[config.mk]
export PLATFORM = sky130hd
export DESIGN_NAME = serial_link_bridge
export DESIGN_NICKNAME = d
export VERILOG_FILES = /design/src/rtl/serial_link_bridge.sv
export SDC_FILE = /design/constraint.sdc
export NUM_CORES = 1
export LEC_CHECK = 0
export ABC_AREA = 0
export CORE_ASPECT_RATIO = 1.1
export CORE_UTILIZATION = 40
export CTS_CLUSTER_SIZE = 24
export DETAILED_ROUTE_END_ITERATION = 7
export SLEW_MARGIN = 10
export SYNTH_ARGS = -nofsm -noshare
export SYNTH_HDL_FRONTEND = slang
export SYNTH_SLANG_ARGS = --single-unit
[constraint.sdc]
create_clock -name C -period 3.2 [get_ports C]
set_input_delay 0.48 -clock C [delete_from_list [all_inputs] [get_ports C]]
set_output_delay 0.48 -clock C [all_outputs]
set_load 0.02 [all_outputs]
[src/rtl/serial_link_bridge.sv]
// serial_link_bridge: serial front end between the pad ring and the CPU core.
//   RX: deserialises frames on SI (start 0, WIDTH data bits MSB first, stop 1)
//       into a single-entry valid/ready holding register toward the core.
//   TX: buffers core words in a DEPTH-entry FIFO and serialises them onto SO
//       in the same frame format, back to back when the FIFO stays non-empty.
// Ports:
//   C, R            clock (rising edge), asynchronous active-high reset
//   SI, SO          serial in / out, both idle high
//   rx_data/valid/ready   received word stream toward the core
//   rx_frame_err    one-cycle pulse, stop bit sampled 0
//   rx_overrun      one-cycle pulse, completed word dropped (holding reg full)
//   tx_data/valid/ready   word stream from the core into the FIFO
//   tx_level        FIFO occupancy 0..DEPTH
module serial_link_bridge #(
  parameter int unsigned WIDTH = 16,
  parameter int unsigned DEPTH = 4,
  localparam int unsigned AW = $clog2(DEPTH)
) (
  input  logic             C,
  input  logic             R,
  input  logic             SI,
  output logic             SO,
  output logic [WIDTH-1:0] rx_data,
  output logic             rx_valid,
  input  logic             rx_ready,
  output logic             rx_frame_err,
  output logic             rx_overrun,
  input  logic [WIDTH-1:0] tx_data,
  input  logic             tx_valid,
  output logic             tx_ready,
  output logic [AW:0]      tx_level
);

  localparam int unsigned CW    = $clog2(WIDTH);
  localparam int unsigned WLast = WIDTH - 1;
  localparam logic [CW-1:0] BitLast   = WLast[CW-1:0];
  localparam logic [AW:0]   LevelFull = DEPTH[AW:0];

  typedef enum logic [1:0] {RxIdle, RxData, RxStop, RxBreak} rx_state_e;
  typedef enum logic [1:0] {TxIdle, TxStart, TxData, TxStop} tx_state_e;

  // ---------------------------------------------------------------- RX path
  rx_state_e        rx_state_q, rx_state_d;
  logic [CW-1:0]    rx_cnt_q, rx_cnt_d;
  logic [WIDTH-1:0] rx_shift_q, rx_shift_d;
  logic [WIDTH-1:0] rx_data_q, rx_data_d;
  logic             rx_valid_q, rx_valid_d;
  logic             frame_err_q, frame_err_d;
  logic             overrun_q, overrun_d;
  logic             word_done, rx_load;

  always_comb begin
    rx_state_d  = rx_state_q;
    rx_cnt_d    = rx_cnt_q;
    rx_shift_d  = rx_shift_q;
    word_done   = 1'b0;
    frame_err_d = 1'b0;
    unique case (rx_state_q)
      RxIdle: begin
        if (!SI) begin
          rx_state_d = RxData;
          rx_cnt_d   = '0;
        end
      end
      RxData: begin
        rx_shift_d = {rx_shift_q[WIDTH-2:0], SI};
        rx_cnt_d   = rx_cnt_q + 1'b1;
        if (rx_cnt_q == BitLast) rx_state_d = RxStop;
      end
      RxStop: begin
        if (SI) begin
          word_done  = 1'b1;
          rx_state_d = RxIdle;
        end else begin
          frame_err_d = 1'b1;
          rx_state_d  = RxBreak;
        end
      end
      RxBreak: begin
        // Line held low: wait for it to return high before hunting a start bit.
        if (SI) rx_state_d = RxIdle;
      end
      default: rx_state_d = RxIdle;
    endcase

    // A completed word may replace a word being consumed this same cycle.
    rx_load    = word_done && (!rx_valid_q || rx_ready);
    overrun_d  = word_done && !rx_load;
    rx_data_d  = rx_load ? rx_shift_q : rx_data_q;
    rx_valid_d = rx_valid_q;
    if (rx_load) begin
      rx_valid_d = 1'b1;
    end else if (rx_valid_q && rx_ready) begin
      rx_valid_d = 1'b0;
    end
  end

  always_ff @(posedge C or posedge R) begin
    if (R) begin
      rx_state_q  <= RxIdle;
      rx_cnt_q    <= '0;
      rx_shift_q  <= '0;
      rx_data_q   <= '0;
      rx_valid_q  <= 1'b0;
      frame_err_q <= 1'b0;
      overrun_q   <= 1'b0;
    end else begin
      rx_state_q  <= rx_state_d;
      rx_cnt_q    <= rx_cnt_d;
      rx_shift_q  <= rx_shift_d;
      rx_data_q   <= rx_data_d;
      rx_valid_q  <= rx_valid_d;
      frame_err_q <= frame_err_d;
      overrun_q   <= overrun_d;
    end
  end

  assign rx_data      = rx_data_q;
  assign rx_valid     = rx_valid_q;
  assign rx_frame_err = frame_err_q;
  assign rx_overrun   = overrun_q;

  // ---------------------------------------------------------------- TX path
  logic [WIDTH-1:0] fifo_mem [DEPTH];
  logic [AW-1:0]    wr_ptr_q, wr_ptr_d, rd_ptr_q, rd_ptr_d;
  logic [AW:0]      level_q, level_d;
  tx_state_e        tx_state_q, tx_state_d;
  logic [CW-1:0]    tx_cnt_q, tx_cnt_d;
  logic [WIDTH-1:0] tx_shift_q, tx_shift_d;
  logic             push, pop;

  assign tx_ready = (level_q != LevelFull);
  assign tx_level = level_q;
  assign push     = tx_valid && tx_ready;

  always_comb begin
    tx_state_d = tx_state_q;
    tx_cnt_d   = tx_cnt_q;
    tx_shift_d = tx_shift_q;
    pop        = 1'b0;
    SO         = 1'b1;
    unique case (tx_state_q)
      TxIdle, TxStop: begin
        // STOP drives the stop bit and chains straight into the next start bit.
        if (level_q != '0) begin
          pop        = 1'b1;
          tx_shift_d = fifo_mem[rd_ptr_q];
          tx_state_d = TxStart;
        end else begin
          tx_state_d = TxIdle;
        end
      end
      TxStart: begin
        SO         = 1'b0;
        tx_cnt_d   = '0;
        tx_state_d = TxData;
      end
      TxData: begin
        SO         = tx_shift_q[WIDTH-1];
        tx_shift_d = {tx_shift_q[WIDTH-2:0], 1'b0};
        tx_cnt_d   = tx_cnt_q + 1'b1;
        if (tx_cnt_q == BitLast) tx_state_d = TxStop;
      end
      default: tx_state_d = TxIdle;
    endcase

    wr_ptr_d = push ? wr_ptr_q + 1'b1 : wr_ptr_q;
    rd_ptr_d = pop  ? rd_ptr_q + 1'b1 : rd_ptr_q;
    case ({push, pop})
      2'b10:   level_d = level_q + 1'b1;
      2'b01:   level_d = level_q - 1'b1;
      default: level_d = level_q;
    endcase
  end

  always_ff @(posedge C) begin
    if (push) fifo_mem[wr_ptr_q] <= tx_data;
  end

  always_ff @(posedge C or posedge R) begin
    if (R) begin
      wr_ptr_q   <= '0;
      rd_ptr_q   <= '0;
      level_q    <= '0;
      tx_state_q <= TxIdle;
      tx_cnt_q   <= '0;
      tx_shift_q <= '0;
    end else begin
      wr_ptr_q   <= wr_ptr_d;
      rd_ptr_q   <= rd_ptr_d;
      level_q    <= level_d;
      tx_state_q <= tx_state_d;
      tx_cnt_q   <= tx_cnt_d;
      tx_shift_q <= tx_shift_d;
    end
  end

endmodule

==> results.toml, run 1 <==
[synthesis]
synthDistinctLibCells = 33
yosys_register_bits = 134
yosysWarnings = 0
synthCells = 328
synth_edf_count = 64
synth_area_um2 = 5420
synthArstFlopShare = 0.522
synthFlopType = "dfrtp_1"
ys_seq_area_frac = 0.678
synth_nets = 359
synth_area_per_cell_um2 = 16.5

[worst_setup_path]
endpoint_kind = "output pin"
required_ns = 2.72
critPathLaunchType = "flop"
crit_start = "tx_state_q[0]"
crit_type = "reg2out"
path_cells = "inv_1 > ha_1 > mux2i_1 > clkdlybuf4s50_1"
reg2reg_from = "tx_state_q[0]"
crit_slowest_cell = "clkdlybuf4s50_1"
crit_arrival_ns = 1.89
critPathMaxFanout = 3
cpPeakStageDelay_ns = 0.64

[routing]
num_vias = 2902
firstDrtPassIters = 5
drt_iter0_drc = 120
ant_nets = 0
drt-wirelength-per-cell_um = 15.5
drc = 0
avgViaCountPerCell = 5.19
wl_um = 8690

[cells_and_area]
post-route-util = 0.499
multiInputGateArea_um2 = 1570
fin_nets = 416
stdcell_area_um2 = 6600
regArea_um2 = 3670
area_delta_synth_final_pct = 21.7
antennaDiodeCount = 0
fillers = 1140
drive_gt1_frac = 0.219

[clock_network]
numCtsBuffers = 17
htree_num_levels = 4
clk_path_buf_depth = 2
ctsResizeCount = 0
clkTransAtPathRegs_ns = 0.05
clkSinkCount = 134
cts_tree = "done"
cts_setup_buffers = 0
clk_latency_ns = 0.41
root_buffer = "clkbuf_16"
postCtsHoldBufs = 0

[timing]
fin_skew_ns = 0.00426
setup_viol = 0
post-route-period-util = 0.740
fin_tns_setup_ns = 0
maxSlewHeadroom = 0.391
hold_viol_final = 0
worst_slew_pin_slew_ns = 0.913
clock.fmax_mhz = 422
fin_crit_ns = 2.37
rsz0062_at_grt = "false"
slew_viol_final = 0

[status]
status = "finished, final reports clean"

[power]
vdd_ir_drop_max_uv = 480
p_leak_nw = 2.61
power_mw = 6.87
pwr_density_cell_nw_per_um2 = 1040

[job]
maxCapViolCount = 0

[placed_design]
gp_congestion = 0.703
numPortBuffers = 44
placed_area_um2 = 6020
hpwlAfterDp_um = 5420

[hold_path]
hold_path.class = "in2async"

[die]
start_util = 0.410
die_w_um = 113
die_h_um = 124
top_level_ports = 45
core_um2 = 13200
rows = 44
die_area_um2 = 14000

[global_route]
antenna_found_initial = 0
grt_pass1_vias = 2964
grt_pass1_wl_um = 14800
grt_overflow = 0
grt_util_all_layers = 0.143
grt_max_degree = 42
## critical path, delay by kind of cell, from the launching register on
family,cells,cell delay [ns]
fa+ha+maj,1,0.19
mux,1,0.19
buf+inv,2,0.70
flops,1,0.39
## layout make-up
class                      count  share of cell area
sequential                   134               0.557
timing repair buffer          54              0.0800
inverter                      14             0.00797
clock buffer                  20              0.0662
multi-input combinational    164               0.238
tap                          161              0.0305
clock inverter                12              0.0205
## layer usage
metal,vias to the layer above,share of wire,track usage
li1,1339,-,-
met1,1478,0.44,0.175
met2,71,0.50,0.229
met3,14,0.043,0.0443
met4,0,0.015,0.0740
met5,-,0,0
## cell usage in the layout (no fill, tap or decap), drive strengths merged
cell and instances:
nor2 5, o31a 1, a22o 3, and3 4, a21o 1, xnor2 3, o22ai 2, edfxtp 64
nor3 16, xor2 3, fa 1, clkinvlp 1, o21ai 6, clkbuf 20, clkdlybuf4s50 44, nand3b 2
mux2 34, inv 14, ha 9, and2 1, a32o 1, or2 1, or3b 1, buf 10
dfrtp 70, nand2b 4, a21oi 17, nor2b 3, bufinv 3, clkinv 8, nand2 7, mux2i 19
nand3 4, mux4 16
## flip-flops by register name, indices dropped and copies added, names as in the netlist
name,cells
wr_ptr_q,2
rx_frame_err,1
tx_state_q,2
rx_overrun,1
rx_shift_q,16
rx_state_q,2
rx_valid,1
fifo_mem,64
rx_cnt_q,4
tx_shift_q,16
tx_level,3
rx_data,16
tx_cnt_q,4
rd_ptr_q,2
## synthesized netlist by cell type, drive strengths merged, types with 5 or more instances
master	number	area share
a21oi	17	0.016
buf	16	0.023
dfrtp	70	0.32
edfxtp	64	0.35
ha	9	0.021
inv	14	0.0097
mux2	34	0.071
mux2i	19	0.035
mux4	16	0.069
nand2	7	0.0048
nor2	5	0.0035
nor3	16	0.015
o21ai	6	0.0055
## power by group
part	internal (mW)	total (mW)	leakage, nW	switching, mW
Clock	1.21	1.86	0.282	0.656
Combinational	1.15	2.29	0.883	1.14
Sequential	2.39	2.71	1.45	0.325
Total	4.75	6.87	2.61	2.12
## path summary, 6_finish.rpt
kind	endpoint	slack, ns	depth (start not counted)
worst max-delay path	SO	0.83	4
worst min-delay path	wr_ptr_q[1]	0.49	2
worst max register to register	tx_level[2]	0.85	10
worst min register to register	rx_data[11]	0.50	1
max in group asynchronous	rx_valid	2.07	3
min in group C	rx_data[11]	0.50	1
## metrics by stage
| stage | std cells | worst slack, ns | hold slack, ns |
|---|---|---|---|
| 2_1_floorplan | 328 | 0.857 | 0.462 |
| 3_3_place_gp | 527 | 0.914 | 0.485 |
| 3_5_place_dp | 527 | 0.858 | 0.492 |
| 4_1_cts | 559 | 0.785 | 0.501 |
| 5_1_grt | 559 | 0.687 | 0.517 |
| 6_report | 559 | 0.832 | 0.490 |
## cell families (layout without fill, tap and decap cells)
| logic type | count (synthesis) | after routing | synth area share |
|---|---|---|---|
| flops | 134 | 134 | 0.678 |
| compound gates | 31 | 31 | 0.0332 |
| xor+xnor | 6 | 6 | 0.00969 |
| simple gates | 48 | 48 | 0.0471 |
| mux | 69 | 69 | 0.175 |
| fa+ha+maj | 10 | 10 | 0.0245 |
| buf+inv | 30 | 100 | 0.0330 |
Power figures use the tool's default switching activity.
==> run 2: changes to the inputs <==
==> constraint.sdc (replaced) <==
create_clock -name C -period 2.46 [get_ports C]
set_input_delay 0.369 -clock C [delete_from_list [all_inputs] [get_ports C]]
set_output_delay 0.369 -clock C [all_outputs]
set_load 0.02 [all_outputs]
==> run 2 against run 1 <==
Net effect:
- routed wire length decreased by 0.23%
- sequential share of layout area shrank 0.63 points
- clock-buffer cell count unchanged
- core utilization rose by 0.57 points
- die area unchanged
- total power up 33%
- global-route usage decreased by 0.33 points
- register-to-register slack got worse by 0.61 ns
- via count decreased by 1.5%
- setup slack lost 0.65 ns
- combinational power grew 37%
- critical path type unchanged
- critical endpoint unchanged
- largest power group unchanged
- highest routed layer unchanged
==> results.toml, run 2 (same netlist as run 1, synthesis figures left out) <==
[clock_network]
cts_tree = "done"
cts_setup_buffers = 0
ctsResizeCount = 0
clk_latency_ns = 0.41
htree_num_levels = 4
numCtsBuffers = 17
clkTransAtPathRegs_ns = 0.06
clk_path_buf_depth = 2
root_buffer = "clkbuf_16"
clkSinkCount = 134
postCtsHoldBufs = 0

[timing]
worst_slew_pin_slew_ns = 0.792
fin_crit_ns = 2.27
slew_viol_final = 0
fin_skew_ns = 0.00439
fin_tns_setup_ns = 0
setup_viol = 0
hold_viol_final = 0
clock.fmax_mhz = 440
rsz0062_at_grt = "false"
maxSlewHeadroom = 0.472
post-route-period-util = 0.924

[job]
maxCapViolCount = 0

[worst_setup_path]
required_ns = 2.09
endpoint_kind = "output pin"
critPathMaxFanout = 3
crit_type = "reg2out"
critPathLaunchType = "flop"
crit_arrival_ns = 1.90

[cells_and_area]
fin_nets = 421
post-route-util = 0.505
fillers = 1150
area_delta_synth_final_pct = 23.1
antennaDiodeCount = 0
final_cell_mix = "dfrtp_1, edfxtp_1, clkdlybuf4s50_1, mux2_2, mux2i_1"
top_register = "fifo_mem"
largest_reg_flops = 64
final_common_cell = "dfrtp_1"
drive_gt1_frac = 0.236

[global_route]
grt_max_degree = 42
grt_pass1_wl_um = 14600
antenna_found_initial = 0
grt_util_all_layers = 0.140
grt_pass1_vias = 2947
grt_overflow = 0

[die]
die_w_um = 113
die_area_um2 = 14000
start_util = 0.410
top_level_ports = 45
rows = 44
die_h_um = 124
core_um2 = 13200

[routing]
avgViaCountPerCell = 5.07
firstDrtPassIters = 4
drt_iter0_drc = 166
drc = 0
wl_um = 8670
num_vias = 2858
drt-wirelength-per-cell_um = 15.4
ant_nets = 0

[placed_design]
numPortBuffers = 44
gp_congestion = 0.733
hpwlAfterDp_um = 5470

[power]
p_leak_nw = 2.64
pwr_density_cell_nw_per_um2 = 1370
vdd_ir_drop_max_uv = 671

[status]
status = "finished, final reports clean"

[hold_path]
hold_path.class = "in2async"
run 2: changes by cell type in the layout (fill, tap and decap cells not counted), sizes merged:
cell	delta
clkinv	-2
clkinvlp	+2
buf	+5
run 2: metal layers:
| layer | global-route usage | up-vias | share of wire |
|---|---|---|---|
| met5 | 0 | - | 0 |
| met4 | 0.0715 | 0 | 0.017 |
| met3 | 0.0380 | 13 | 0.032 |
| met2 | 0.222 | 51 | 0.49 |
| met1 | 0.176 | 1444 | 0.46 |
| li1 | - | 1350 | - |
run 2: stage by stage:
step	power (mW)	instance area, um2	std cells	hold slack, ns	worst slack [ns]
final	9.15	6670	564	0.311	0.187
after global routing	9.74	6670	564	0.361	0.0932
after CTS	9.28	6670	564	0.316	0.144
after detailed placement	6.70	6060	532	0.491	0.255
after global placement	6.60	6060	532	0.484	0.327
after floorplan	5.89	5420	328	0.434	0.117
run 2: final timing paths:
kind                            cells past startpoint      startpoint  slack, ns             end
worst max-delay path                                4   tx_state_q[0]       0.19              SO
worst min-delay path                                2               R       0.31     tx_level[0]
worst max register to register                      9     tx_level[0]       0.24     tx_level[2]
worst min register to register                      1  rx_shift_q[15]       0.50  rx_shift_q[15]
max in group asynchronous                           3               R       1.56      rx_data[0]
min in group C                                      1  rx_shift_q[15]       0.50  rx_shift_q[15]
run 2: power by group:
| part | switching [mW] | leakage (nW) | internal [mW] |
|---|---|---|---|
| registers | 0.350 | 1.45 | 3.11 |
| logic | 1.58 | 0.908 | 1.56 |
| clock network | 0.901 | 0.290 | 1.64 |
| total | 2.83 | 2.64 | 6.31 |
run 2: worst max-delay path: stages, from the launching register on:
cell and delay (ns):
dfrtp_1 0.39, inv_1 0.07, ha_1 0.18, mux2i_1 0.21
clkdlybuf4s50_1 0.64
run 2: area by class of cell:
type,instances,area (um2),share of cell area
sequential,134,3670,0.551
multi-input combinational,164,1570,0.235
timing repair buffer,59,566,0.0848
clock buffer,20,457,0.0685
tap,161,201,0.0302
clock inverter,12,153,0.0229
inverter,14,52.6,0.00788
